[config.mk]
export PLATFORM = sky130hd
export DESIGN_NAME = alu_seq
export DESIGN_NICKNAME = d
export VERILOG_FILES = /design/src/rtl/alu_seq_pkg.sv /design/src/rtl/alu_lane.sv /design/src/rtl/alu_seq.sv
export SDC_FILE = /design/constraint.sdc
export NUM_CORES = 1
export LEC_CHECK = 0
export CAP_MARGIN = 20
export CORE_UTILIZATION = 52
export DETAILED_ROUTE_END_ITERATION = 10
export PLACE_DENSITY = 0.76
export RECOVER_POWER = 100
export SLEW_MARGIN = 20
export SYNTH_ARGS = -nofsm -noshare
export SYNTH_HDL_FRONTEND = slang
export SYNTH_SLANG_ARGS = --single-unit
[constraint.sdc]
create_clock -name CLK -period 6.77 [get_ports CLK]
set_input_delay 1.354 -clock CLK [delete_from_list [all_inputs] [get_ports CLK]]
set_output_delay 1.354 -clock CLK [all_outputs]
set_load 0.05 [all_outputs]
[src/rtl/alu_seq_pkg.sv]
// alu_seq_pkg: shared op/state encodings and lane width for alu_seq
package alu_seq_pkg;
  localparam int LANE_W = 8;
  typedef enum logic [2:0] {
    OP_SUM, OP_SUB, OP_AND, OP_OR, OP_EOR, OP_SR, OP_ROR, OP_PASS
  } alu_op_t;
  typedef enum logic [1:0] {S_IDLE, S_RUN, S_DONE} state_t;
  function automatic logic is_shift(alu_op_t op);
    return op == OP_SR || op == OP_ROR;
  endfunction
endpackage

[src/rtl/alu_lane.sv]
// alu_lane: combinational one-byte ALU slice with BCD correction and carry/shift-bit chaining
module alu_lane
  import alu_seq_pkg::*;
(
  input  alu_op_t           i_op,
  input  logic              i_dec,
  input  logic              i_ci,
  input  logic [LANE_W-1:0] i_a,
  input  logic [LANE_W-1:0] i_b,
  output logic [LANE_W-1:0] o_y,
  output logic              o_co,
  output logic              o_v
);
  logic              w_sub;
  logic              w_arith;
  logic [LANE_W-1:0] w_b;
  logic [LANE_W:0]   w_bin;
  logic [4:0]        w_lo;
  logic [4:0]        w_hi;
  logic              w_lc;
  logic              w_dco;
  logic [3:0]        w_dlo;
  logic [3:0]        w_dhi;
  // SUB reuses the adder with ~b; carry out of a nibble means "no borrow"
  always_comb begin
    w_sub   = i_op == OP_SUB;
    w_arith = i_op == OP_SUM || w_sub;
    w_b     = w_sub ? ~i_b : i_b;
    w_bin   = {1'b0, i_a} + {1'b0, w_b} + {{LANE_W{1'b0}}, i_ci};
    w_lo    = {1'b0, i_a[3:0]} + {1'b0, w_b[3:0]} + {4'b0, i_ci};
    w_lc    = w_sub ? w_lo[4] : (w_lo > 5'd9);
    w_dlo   = w_sub ? (w_lo[4] ? w_lo[3:0] : w_lo[3:0] - 4'd6)
                    : (w_lc ? w_lo[3:0] + 4'd6 : w_lo[3:0]);
    w_hi    = {1'b0, i_a[7:4]} + {1'b0, w_b[7:4]} + {4'b0, w_lc};
    w_dco   = w_sub ? w_hi[4] : (w_hi > 5'd9);
    w_dhi   = w_sub ? (w_hi[4] ? w_hi[3:0] : w_hi[3:0] - 4'd6)
                    : (w_dco ? w_hi[3:0] + 4'd6 : w_hi[3:0]);
    o_v     = (i_a[LANE_W-1] == w_b[LANE_W-1]) && (w_bin[LANE_W-1] != i_a[LANE_W-1]);
    o_y     = w_arith ? (i_dec ? {w_dhi, w_dlo} : w_bin[LANE_W-1:0])
            : i_op == OP_AND ? i_a & i_b
            : i_op == OP_OR  ? i_a | i_b
            : i_op == OP_EOR ? i_a ^ i_b
            : is_shift(i_op) ? {i_ci, i_a[LANE_W-1:1]}
            : i_a;
    o_co    = w_arith ? (i_dec ? w_dco : w_bin[LANE_W])
            : is_shift(i_op) ? i_a[0]
            : i_ci;
  end
endmodule

[src/rtl/alu_seq.sv]
// alu_seq: multi-byte sequential ALU processing one 8-bit lane per ready cycle
module alu_seq
  import alu_seq_pkg::*;
#(
  parameter int NBYTES = 2,
  parameter bit DEC_EN = 1'b1
) (
  input  logic                     CLK,
  input  logic                     RES,
  input  logic                     start,
  input  logic [2:0]               op,
  input  logic                     dec,
  input  logic                     cin,
  input  logic [LANE_W*NBYTES-1:0] a,
  input  logic [LANE_W*NBYTES-1:0] b,
  input  logic                     ready,
  output logic                     busy,
  output logic                     done,
  output logic [LANE_W*NBYTES-1:0] result,
  output logic                     cout,
  output logic                     zf,
  output logic                     nf,
  output logic                     vf
);
  localparam int W = LANE_W * NBYTES;
  localparam int CW = NBYTES > 1 ? $clog2(NBYTES) : 1;
  localparam logic [CW-1:0] LAST = CW'(NBYTES - 1);
  state_t            r_state;
  state_t            w_next;
  alu_op_t           r_op;
  logic              r_dec;
  logic              r_carry;
  logic              r_cout;
  logic              r_vf;
  logic [CW-1:0]     r_cnt;
  logic [W-1:0]      r_a;
  logic [W-1:0]      r_b;
  logic [W-1:0]      r_res;
  logic [CW-1:0]     w_idx;
  logic              w_last;
  logic              w_step;
  logic [LANE_W-1:0] w_y;
  logic              w_co;
  logic              w_v;
  // shifts walk from the top lane down so the shifted-out bit chains like a carry
  always_comb begin
    w_idx  = is_shift(r_op) ? LAST - r_cnt : r_cnt;
    w_last = r_cnt == LAST;
    w_step = r_state == S_RUN && ready;
    w_next = r_state == S_IDLE ? (start ? S_RUN : S_IDLE)
           : r_state == S_RUN  ? (w_step && w_last ? S_DONE : S_RUN)
           : S_IDLE;
  end
  always_ff @(posedge CLK) begin
    if (RES) r_state <= S_IDLE;
    else r_state <= w_next;
  end
  always_ff @(posedge CLK) begin
    if (RES) begin
      r_op    <= OP_SUM;
      r_dec   <= 1'b0;
      r_carry <= 1'b0;
      r_cout  <= 1'b0;
      r_vf    <= 1'b0;
      r_cnt   <= '0;
      r_a     <= '0;
      r_b     <= '0;
      r_res   <= '0;
    end else if (r_state == S_IDLE && start) begin
      r_op    <= alu_op_t'(op);
      r_dec   <= dec & DEC_EN;
      r_carry <= alu_op_t'(op) == OP_SR ? 1'b0 : cin;
      r_cnt   <= '0;
      r_a     <= a;
      r_b     <= b;
    end else if (w_step) begin
      r_res[w_idx*LANE_W +: LANE_W] <= w_y;
      r_carry <= w_co;
      r_cnt   <= r_cnt + 1'b1;
      if (w_last) begin
        r_cout <= w_co;
        r_vf   <= (r_op == OP_SUM || r_op == OP_SUB) && w_v;
      end
    end
  end
  alu_lane u_lane (
    .i_op  (r_op),
    .i_dec (r_dec),
    .i_ci  (r_carry),
    .i_a   (r_a[w_idx*LANE_W +: LANE_W]),
    .i_b   (r_b[w_idx*LANE_W +: LANE_W]),
    .o_y   (w_y),
    .o_co  (w_co),
    .o_v   (w_v)
  );
  assign busy   = r_state == S_RUN;
  assign done   = r_state == S_DONE;
  assign result = r_res;
  assign cout   = r_cout;
  assign zf     = r_res == '0;
  assign nf     = r_res[W-1];
  assign vf     = r_vf;
endmodule

======== Word level (Yosys, flattened, before mapping) ========
Cells that the tools add are included.
word-level totals
  memories kept ........................... 0
  memory bits (read-only) ................. 0
  input port bits ......................... 41
  memory bits (writable) .................. 0
  bits in latches ......................... 0
  bits in registers ....................... 58
operators by class
  add/sub/neg operators ................... 13
  $mul .................................... 0
  shifts and indexed selects .............. 4
  eq/ne operators ......................... 11
  order comparisons ....................... 2
  bitwise operators ....................... 5
  reduce and logical (&&, ||, !) cells .... 14
  div/mod/pow operators ................... 0
  mux-type cells .......................... 27
operator list
  cell                                                           number
  2-to-1 mux 8 bit                                               7
  negation 4 -> 34 bit                                           1
  variable shift 8 x 34 -> 16 bit, first input constant          1
  indexed part select 8 x 34 -> 16 bit                           1
  indexed part select 16 x 5 -> 8 bit                            2
  2-to-1 mux 4 bit                                               6
  bitwise mux 16 bit                                             1
  zero test 16 bit                                               1
  == test 3 bit, second input constant                           4
  adder 4 x 4 -> 5 bit                                           2
  adder 5 x 1 -> 5 bit                                           2
  greater-than comparator 5 x 4 -> 1 bit, second input constant  2
  2-to-1 mux 1 bit                                               10
  adder 8 x 8 -> 9 bit                                           1
  adder 9 x 1 -> 9 bit                                           1
  adder 4 x 3 -> 4 bit, second input constant                    2
  AND 8 bit                                                      1
  NOT 8 bit                                                      1
  OR 8 bit                                                       1
  subtractor 4 x 3 -> 4 bit, second input constant               2
  bitwise XOR 8 bit                                              1
  == test 3 x 2 -> 1 bit, second input constant                  2
  2-to-1 mux 2 bit                                               3
  logical AND 1 bit                                              5
  other kinds (15)                                               16

======== Depth between registers and ports, before layout ========
Gate-level depths: netlist (run 1).
  word-level depth ........................ 19
  mapped depth ............................ 22
  gate-level depth less buffers ........... 20

======== Hierarchy ========
A second synthesis (run 1) with hierarchy kept.
unflattened totals
  cell total of the unflattened synthesis .. 534
  area, all modules ....................... 4317.9 um^2
by module, submodules not included
  module    seq. area each (um^2)  times used  cells an instance  area an instance (um^2)
  alu_seq   1161.1                 1           279                2507.4
  alu_lane  0.0                    1           255                1810.5

======== Least setup slack after synthesis (run 1) ========
No wires, ideal clock.
  path kind ............................... register -> register
  start point ............................. register r_op[1]
  end point ............................... register r_res[15], in the netlist result[15]
  stages on the path, launching flop included .. 23
  path slack .............................. 1.343 ns
  arrival time ............................ 5.301 ns
  path buffers ............................ 2
  clock period less this slack ............ 5.427 ns
  required time ........................... 6.644 ns
  path through ............................ dfxtp_1 > xor2_1 > nand2_2 > xor2_1 > buf_6 > buf_2 > mux2i_1 > xnor2_1 > fa_1 > and2b_1 > o31a_1 > a21o_1 > o21ai_0 > fa_1 > fa_1 > xnor2_1 > ha_1 > a21boi_0 > a31oi_1 > nor2_1 > mux2_4 > a2111oi_4 > o21ai_1
on the way
  cells in the longest elaborated chain, start to end .. 19
ends and longest elaborated chain
  what                                    RTL line          RTL
  from (decl)                             alu_seq.sv:30     alu_op_t r_op;
  from (signal assigned)                  alu_seq.sv:70     r_op <= alu_op_t'(op);
  == test 3 bit                           alu_seq_pkg.sv:9  return op == OP_SR || op == OP_ROR;
  logical OR 1 bit                        alu_seq_pkg.sv:9
  2-to-1 mux 1 bit                        alu_seq.sv:47     w_idx = is_shift(r_op) ? LAST - r_cnt : r_cnt;
  indexed part select 16 x 5 -> 8 bit     alu_seq.sv:91     .i_b (r_b[w_idx*LANE_W +: LANE_W]),
  NOT 8 bit                               alu_lane.sv:28    w_b = w_sub ? ~i_b : i_b;
  2-to-1 mux 8 bit                        alu_lane.sv:28
  adder 4 x 4 -> 5 bit                    alu_lane.sv:30    w_lo = {1'b0, i_a[3:0]} + {1'b0, w_b[3:0]} + {4'b0, i_ci};
  adder 5 x 1 -> 5 bit                    alu_lane.sv:30
  [... 2 more ...]                        -
  adder 5 x 1 -> 5 bit                    alu_lane.sv:34    w_hi = {1'b0, i_a[7:4]} + {1'b0, w_b[7:4]} + {4'b0, w_lc};
  greater-than comparator 5 x 4 -> 1 bit  alu_lane.sv:35    w_dco = w_sub ? w_hi[4] : (w_hi > 5'd9);
  2-to-1 mux 1 bit                        alu_lane.sv:35
  2-to-1 mux 4 bit                        alu_lane.sv:37    : (w_dco ? w_hi[3:0] + 4'd6 : w_hi[3:0]);
  2-to-1 mux 4 bit                        alu_lane.sv:36    w_dhi = w_sub ? (w_hi[4] ? w_hi[3:0] : w_hi[3:0] - 4'd6)
  2-to-1 mux 8 bit (2 in a row)           alu_lane.sv:39    o_y = w_arith ? (i_dec ? {w_dhi, w_dlo} : w_bin[LANE_W-1:0])
  indexed part select 8 x 34 -> 16 bit    alu_seq.sv:77     r_res[w_idx*LANE_W +: LANE_W] <= w_y;
  bitwise mux 16 bit *                    alu_seq.sv:77
  to (signal, indexed assignment)         alu_seq.sv:77
  to (decl)                               alu_seq.sv:38     logic [W-1:0] r_res;
Every way passes the cells marked *; elsewhere a longest branch is shown, timed or not.
A chain may end at the register's enable or synchronous reset.

======== Worst setup path after layout (run 1) ========
Same ends and word-level chain as after synthesis.

==> flow_summary.ini, run 1 <==
[run_status]
status = finished with violations
failed_checks = capacitance limit, slew limit

[floorplan]
fp.dieW_um = 92.8
coreArea_mm2 = 0.00785
ios = 63
start_util_pct = 54.6
rows = 32
die_y_um = 92.8
die_area_mm2 = 0.00860

[yosys]
yosysSeqAreaShare_pct = 27.1
syn_area_mm2 = 0.00428
ys_ff_latch = 58
yosys_warnings = 0
synth_edf_count = 0
synth_async_sr_flop_share_pct = 0
synthDistinctLibCells = 66
synthCells = 552
synth_nets = 624
synth_area_per_cell_um2 = 7.76
yosys_most_used_dff = dfxtp_1

[cts]
cts_buffers = 9
cts_tree = built
clk-insertion-delay-late_ns = 0.35
h-tree-depth = 3
root_buffer = clkbuf_8
post-cts-setup-buffer-count = 0
cts_sinks = 58
hold_buffers = 0
clock_path_buffers = 2
clkTransAtPathRegs_ns = 0.08
cts_resized = 0

[cells_and_area]
drive_above_1_share_pct = 7.15
utilization_pct = 65.6
antenna_cells = 0
stdcell_count = 703
nFillCells = 729
areaGrowthSynthToFinish_pct = 20.2
final_common_cell = nand2_1
final_cell_mix = 101 x nand2_1, 58 x a21oi_1, 58 x dfxtp_1, 37 x clkdlybuf4s50_1
nets = 668

[drt]
postRouteAntennaNets = 0
drtPass1Iterations = 4
viasPerCell = 5.98
vias = 4203
routed_wl_um = 12300
drc = 0
drtIter0Drc = 207
avgRoutedWirePerCell_um = 17.5

[sta]
period_needed_ns = 6.19
slew_headroom_pct = -20.4
fin_crit_sh_pct = 91.4
maxSlewViolCount = 39
rsz0062_at_grt = false
timing_hold_violations_final = 0
tightest_slew_ns = 1.81
max_freq_mhz = 162
fin_worst_skew_ns = 0.0127
finalSetupTns_ns = 0
finalSetupViolCount = 0

[critical_path]
cp-startpoint = r_op[1]$_SDFFE_PP0P_
crit_chain = xor2_1 > nand2_1 > xor2_2 > buf_4 > mux2_2 > ha_1 > and2b_1 > o31a_1 > nor2_1 > o21ai_0 > fa_1 > fa_1 > xnor2_1 > ha_1 > a21boi_0 > a31oi_1 > nor2_1 > mux2_4 > a2111oi_4 > o21ai_0
cp-end-kind = flop
rr_endpoint = result[15]$_SDFFE_PP0P_
r2r_setup_slack_ns = 0.58
cp-start-kind = flop
required_ns = 7.00
critPathKind = reg2reg
crit_fanout = 14
cpMaxStageDelayCell = xor2_2
slowest_delay_ns = 0.56
critPathArrivalTime_ns = 6.42
worstRegToRegCells = 20
timing.rr.start = r_op[1]$_SDFFE_PP0P_

[power_and_ir_drop]
leakage_nw = 2.18
power_density_mw_per_mm2 = 218
ir_drop_mv = 0.126
total_power_mw = 1.12

[worst_hold_path]
hold_end = r_b[11]$_SDFFE_PP0P_
worstHoldStart = r_b[11]$_SDFFE_PP0P_
hold_class = reg2reg
min_path_cells = 2

[placed_design]
port_buffers = 62
place.gp.congestion = 0.926
dp.final_hpwl_um = 9310
placed_cells = 687

[grt]
grt_pass1_wl_um = 20400
overflow = 0
grt_max_degree = 65
grt_usage_pct = 30.4
grt_pass1_vias = 4010
antenna_found_initial = 0

[run]
maxCapViolations = 1
cells by family (layout without fill, tap and decap cells):
kind of cell    after synthesis  in the layout  synth area share [%]
compound gates              151            151                  23.3
simple gates                203            203                  23.2
xor+xnor                     16             16                  3.27
flops                        58             58                  27.1
fa+ha+maj                    31             31                  9.58
buf+inv                      64            113                  6.22
mux                          29             29                  7.36
critical path: cells and delay by family (launching register included):
family	cells	cell delay, ns
compound gates	6	1.38
xor+xnor	3	1.13
fa+ha+maj	4	1.35
buf+inv	1	0.35
flops	1	0.40
mux	2	0.68
simple gates	4	0.76
routing by layer:
layer / track usage (%) / vias up / wire length, µm
li1: - / 2054 / -
met1: 40.3 / 1994 / 5700
met2: 49.8 / 134 / 5780
met3: 4.19 / 21 / 557
met4: 11.5 / 0 / 279
met5: 0 / - / 0
state kept, by name (all words and copies together), names as in the netlist:
name	count
r_state	2
r_dec	1
vf	1
r_cnt	1
r_carry	1
r_op	3
cout	1
r_b	16
result	16
r_a	16
worst max-delay path by stage:
| stage | end | slack, ns | depth (start not counted) |
|---|---|---|---|
| floorplan | result[15]$_SDFFE_PP0P_ | 1.34 | 22 |
| finish | result[15]$_SDFFE_PP0P_ | 0.58 | 20 |
| CTS | result[7]$_SDFFE_PP0P_ | 0.74 | 20 |
| global placement | result[15]$_SDFFE_PP0P_ | 0.97 | 20 |
| global route | result[15]$_SDFFE_PP0P_ | 0.14 | 21 |
| detailed placement | result[7]$_SDFFE_PP0P_ | 0.78 | 20 |
final cells by class:
cell class | count | area [µm²] | area share (%)
Clock buffer | 9 | 124 | 2.41
Clock inverter | 7 | 101 | 1.97
Tap cell | 102 | 128 | 2.48
Inverter | 28 | 105 | 2.04
Sequential cell | 58 | 1160 | 22.6
Timing Repair Buffer | 69 | 668 | 13.0
Multi-Input combinational cell | 430 | 2860 | 55.6
where the power goes:
| group | switching (mW) | internal (mW) | total (mW) | leakage [nW] |
|---|---|---|---|---|
| combinational | 0.226 | 0.155 | 0.381 | 1.60 |
| sequential | 0.0179 | 0.359 | 0.377 | 0.474 |
| clock | 0.157 | 0.209 | 0.366 | 0.106 |
| total | 0.401 | 0.723 | 1.12 | 2.18 |
synthesized netlist by cell type (5+ instances only):
library cell	n	share of area (%)
mux2i_1	21	4.9
nand3_1	7	0.82
nand3b_1	18	3.2
mux2_2	6	1.6
nand2_1	100	8.8
nor3_1	9	1.1
buf_2	6	0.70
o31ai_1	9	1.6
nor4_1	5	0.73
ha_1	28	8.2
nor2b_1	7	1.0
xnor2_1	13	2.7
o21ai_0	25	2.9
inv_1	28	2.5
a211oi_1	8	1.4
clkbuf_1	25	2.2
dfxtp_1	58	27
a21oi_1	58	6.8
nor2_1	25	2.2
metrics by stage:
step | setup WS (ns) | cell area (µm²) | hold WS [ns]
3_3_place_gp | 0.974 | 4920 | 0.446
2_1_floorplan | 1.34 | 4280 | 0.436
4_1_cts | 0.738 | 5150 | 0.461
5_1_grt | 0.141 | 5150 | 0.488
3_5_place_dp | 0.780 | 4930 | 0.450
6_report | 0.584 | 5150 | 0.455
Note: power is estimated with default switching activity, not from simulation.
==> run 2, diff against run 1 <==
- DONT_BUFFER_PORTS: not set -> 1
- PLACE_DENSITY: 0.76 -> 0.66
==> flow_summary.ini, run 2 (synthesized netlist as in run 1, its figures left out) <==
[critical_path]
timing.rr.start = r_op[0]$_SDFFE_PP0P_
cp-end-kind = flop
cp-startpoint = r_op[0]$_SDFFE_PP0P_
cp-start-kind = flop
critPathKind = reg2reg
required_ns = 6.99
crit_fanout = 17
critPathArrivalTime_ns = 6.47

[drt]
drtPass1Iterations = 5
routed_wl_um = 12000
avgRoutedWirePerCell_um = 18.8
viasPerCell = 6.25
drc = 0
drtIter0Drc = 245
vias = 4009
postRouteAntennaNets = 0

[floorplan]
ios = 63
rows = 32
start_util_pct = 54.6
coreArea_mm2 = 0.00785
die_area_mm2 = 0.00860
fp.dieW_um = 92.8
die_y_um = 92.8

[sta]
finalSetupViolCount = 0
slew_headroom_pct = -16.2
finalSetupTns_ns = 0
fin_crit_sh_pct = 92.4
timing_hold_violations_final = 0
max_freq_mhz = 160
whs_ns = 0.453
tightest_slew_ns = 1.74
rsz0062_at_grt = false
fin_worst_skew_ns = 0.0144
period_needed_ns = 6.25
maxSlewViolCount = 39

[run_status]
status = finished with violations
failed_checks = capacitance limit, slew limit

[cells_and_area]
areaGrowthSynthToFinish_pct = 5.05
nets = 606
antenna_cells = 0
final_cell_mix = 99 x nand2_1, 58 x a21oi_1, 58 x dfxtp_1, 28 x inv_1, 28 x ha_1
final_common_cell = nand2_1
seqCellArea_mm2 = 0.00116
nFillCells = 800
drive_above_1_share_pct = 7.98
multiInputGateArea_mm2 = 0.00286
utilization_pct = 57.3

[grt]
grt_pass1_vias = 3660
grt_max_degree = 65
overflow = 0
grt_usage_pct = 28.7
antenna_found_initial = 0
grt_pass1_wl_um = 19000

[power_and_ir_drop]
ir_drop_mv = 0.127
total_power_mw = 1.05
clkPwrFrac_pct = 31.3
p_seq_share_pct = 36.9
p_sw_mw = 0.388
leakage_nw = 1.87
pwr-share-comb_pct = 31.8
power_density_mw_per_mm2 = 234
p_int_mw = 0.666
p_sw_share_pct = 36.8

[cts]
cts_resized = 0
hold_buffers = 0
root_buffer = clkbuf_8
cts_buffers = 9
clock_path_buffers = 2
h-tree-depth = 3
clk-insertion-delay-late_ns = 0.35
cts_sinks = 58
cts_tree = built
clkTransAtPathRegs_ns = 0.07
post-cts-setup-buffer-count = 0

[placed_design]
place.gp.congestion = 0.894
dp.final_hpwl_um = 8800
port_buffers = 0

[worst_hold_path]
hold_class = reg2reg
worstHoldStart = r_b[13]$_SDFFE_PP0P_

[run]
maxCapViolations = 1
-- run 2: metrics by stage --
| stage | cells | setup slack, ns | area (µm²) |
|---|---|---|---|
| global route | 641 | 0.0731 | 4500 |
| detailed placement | 625 | 0.588 | 4310 |
| finish | 641 | 0.516 | 4500 |
| CTS | 641 | 0.581 | 4510 |
| global placement | 625 | 0.899 | 4310 |
| floorplan | 552 | 1.34 | 4280 |
-- run 2: area by class of cell --
| class | instances | share of cell area, % |
|---|---|---|
| Sequential cell | 58 | 25.8 |
| Clock buffer | 11 | 3.14 |
| Tap cell | 102 | 2.84 |
| Timing Repair Buffer | 7 | 1.17 |
| Multi-Input combinational cell | 430 | 63.5 |
| Clock inverter | 5 | 1.20 |
| Inverter | 28 | 2.34 |
-- run 2: power by group through the flow --
stage | clock [mW] | combinational (mW) | sequential (mW)
3_5_place_dp | 0 | 0.328 | 0.397
2_1_floorplan | 0 | 0.268 | 0.389
5_1_grt | 0.353 | 0.368 | 0.391
6_report | 0.330 | 0.335 | 0.389
4_1_cts | 0.335 | 0.330 | 0.389
3_3_place_gp | 0 | 0.318 | 0.396
-- run 2: final timing paths --
check	endpoint	slack, ns	cells past startpoint
max reg2reg	result[15]$_SDFFE_PP0P_	0.52	20
min	r_b[13]$_SDFFE_PP0P_	0.45	2
max	result[15]$_SDFFE_PP0P_	0.52	20
min reg2reg	r_b[13]$_SDFFE_PP0P_	0.45	2
-- run 2: worst max-delay path, cell delays in order (launching register included) --
cell and delay [ns]:
dfxtp_1 0.35, xor2_1 0.24, nand2_2 0.17, xor2_2 0.79, mux2i_1 0.42, xnor2_1 0.14, fa_1 0.41, and2b_1 0.29
o31a_1 0.26, a21o_1 0.15, o21ai_0 0.11, fa_1 0.42, fa_1 0.41, xnor2_1 0.40, ha_1 0.22, a21boi_0 0.10
a31oi_1 0.36, nor2_1 0.09, mux2_4 0.28, a2111oi_4 0.37, o21ai_0 0.14
-- run 2: routing by layer --
metal	vias up	part of all wire, %	GRT usage, %
met4	0	2.7	11.8
met2	150	46	46.9
li1	1936	-	-
met3	21	5.3	4.43
met1	1902	46	37.6
met5	-	0	0
==> run 3, diff against run 2 <==
- ABC_CLOCK_PERIOD_IN_PS: not set -> 6770
- PLACE_DENSITY: 0.66 -> 0.77
==> flow_summary.ini, run 3 (synthesized netlist as in run 1, its figures left out) <==
[run_status]
status = finished with violations
failed_checks = capacitance limit, slew limit

[placed_design]
dp_slack_ns = 1.05
port_buffers = 0
place.gp.congestion = 0.934
dp.final_hpwl_um = 8560
placed_area_mm2 = 0.00433
placed_cells = 628

[floorplan]
ios = 63
coreArea_mm2 = 0.00785
rows = 32
start_util_pct = 54.6
die_y_um = 92.8
die_area_mm2 = 0.00860
fp.dieW_um = 92.8

[grt]
grt_usage_pct = 28.0
grt_pass1_wl_um = 18800
grt_max_degree = 65
antenna_found_initial = 0
grt_pass1_vias = 3711
overflow = 0

[cts]
clock_path_buffers = 2
clk-insertion-delay-late_ns = 0.36
cts_resized = 0
clkTransAtPathRegs_ns = 0.08
hold_buffers = 0
root_buffer = clkbuf_8
h-tree-depth = 3
cts_sinks = 58
cts_buffers = 9
post-cts-setup-buffer-count = 0
cts_tree = built

[run]
maxCapViolations = 1

[critical_path]
cp-start-kind = flop
critPathArrivalTime_ns = 6.13
crit_fanout = 10
required_ns = 7.00
cp-end-kind = flop
critPathKind = reg2reg

[sta]
slew_headroom_pct = -11.0
maxSlewViolCount = 39
finalSetupTns_ns = 0
tightest_slew_ns = 1.66
worst_slack_ns = 0.872
max_freq_mhz = 170
finalSetupViolCount = 0
period_needed_ns = 5.90
rsz0062_at_grt = false
fin_crit_sh_pct = 87.1
fin_worst_skew_ns = 0.0191
timing_hold_violations_final = 0

[cells_and_area]
antenna_cells = 0
seqCellArea_mm2 = 0.00116
final_common_cell = nand2_1
final_cell_area_mm2 = 0.00457
areaGrowthSynthToFinish_pct = 6.72
nFillCells = 743
multiInputGateArea_mm2 = 0.00285
nets = 609
utilization_pct = 58.2
final_cell_mix = 101 x nand2_1, 58 x a21oi_1, 58 x dfxtp_1, 28 x inv_1, 28 x ha_1
drive_above_1_share_pct = 8.30
stdcell_count = 644

[drt]
routed_wl_um = 11600
vias = 4014
postRouteAntennaNets = 0
drtPass1Iterations = 5
drc = 0
drtIter0Drc = 287
avgRoutedWirePerCell_um = 18.0
viasPerCell = 6.23

[worst_hold_path]
hold_class = reg2reg

[power_and_ir_drop]
ir_drop_mv = 0.170
power_density_mw_per_mm2 = 249
leakage_nw = 1.90
run 3: cell count changes in the layout (fill, tap and decap cells not counted), moves of 2 or more:
cell / previous run / this run
clkinv_2: 3 / 0
nand2_2: 2 / 0
bufinv_16: 1 / 3
clkinv_4: 1 / 3
buf_4: 7 / 10
nand2_1: 99 / 101
run 3: critical path, stage by stage (launching register included):
cell,delay (ns)
dfxtp_1,0.35
xor2_1,0.22
nand2_1,0.23
xor2_2,0.20
buf_4,0.25
mux2i_1,0.33
xnor2_1,0.14
fa_1,0.45
and2b_1,0.31
o31a_1,0.28
a21o_1,0.16
o21ai_0,0.13
fa_1,0.44
fa_1,0.41
xnor2_1,0.37
ha_1,0.21
a21boi_0,0.10
a31oi_1,0.35
nor2_1,0.08
mux2_4,0.28
a2111oi_4,0.36
o21ai_0,0.13
run 3: area by class of cell:
class	instances	share of cell area, %
clock buffers	9	2.71
clock inverters	7	2.74
inverters	28	2.30
multi-input cells	430	62.4
flip-flops and latches	58	25.4
well taps	102	2.79
repair buffers	10	1.64
run 3: final timing paths:
path	endpoint	cells after the start	slack (ns)	start
worst max-delay path	result[15]$_SDFFE_PP0P_	21	0.87	r_op[0]$_SDFFE_PP0P_
worst min-delay path	r_b[3]$_SDFFE_PP0P_	2	0.45	r_b[3]$_SDFFE_PP0P_
worst max register to register	result[15]$_SDFFE_PP0P_	21	0.87	r_op[0]$_SDFFE_PP0P_
worst min register to register	r_b[3]$_SDFFE_PP0P_	2	0.45	r_b[3]$_SDFFE_PP0P_
run 3: routing by layer:
layer | share of wire [%] | track usage (%)
met4 | 3.3 | 12.7
met1 | 45 | 36.5
met5 | 0 | 0
met2 | 45 | 44.4
met3 | 7.0 | 5.75
run 3: power by group:
group          total, mW  switching [mW]  internal (mW)  leakage (nW)
Sequential         0.388          0.0290          0.359         0.474
Clock              0.415           0.167          0.248         0.124
Combinational      0.334           0.205          0.129          1.30
run 3: through the flow:
| stage | hold WS [ns] | power [mW] |
|---|---|---|
| final | 0.452 | 1.14 |
| after global routing | 0.473 | 1.19 |
| after CTS | 0.451 | 1.14 |
| after detailed placement | 0.441 | 0.722 |
| after global placement | 0.439 | 0.711 |
| after floorplan | 0.436 | 0.657 |
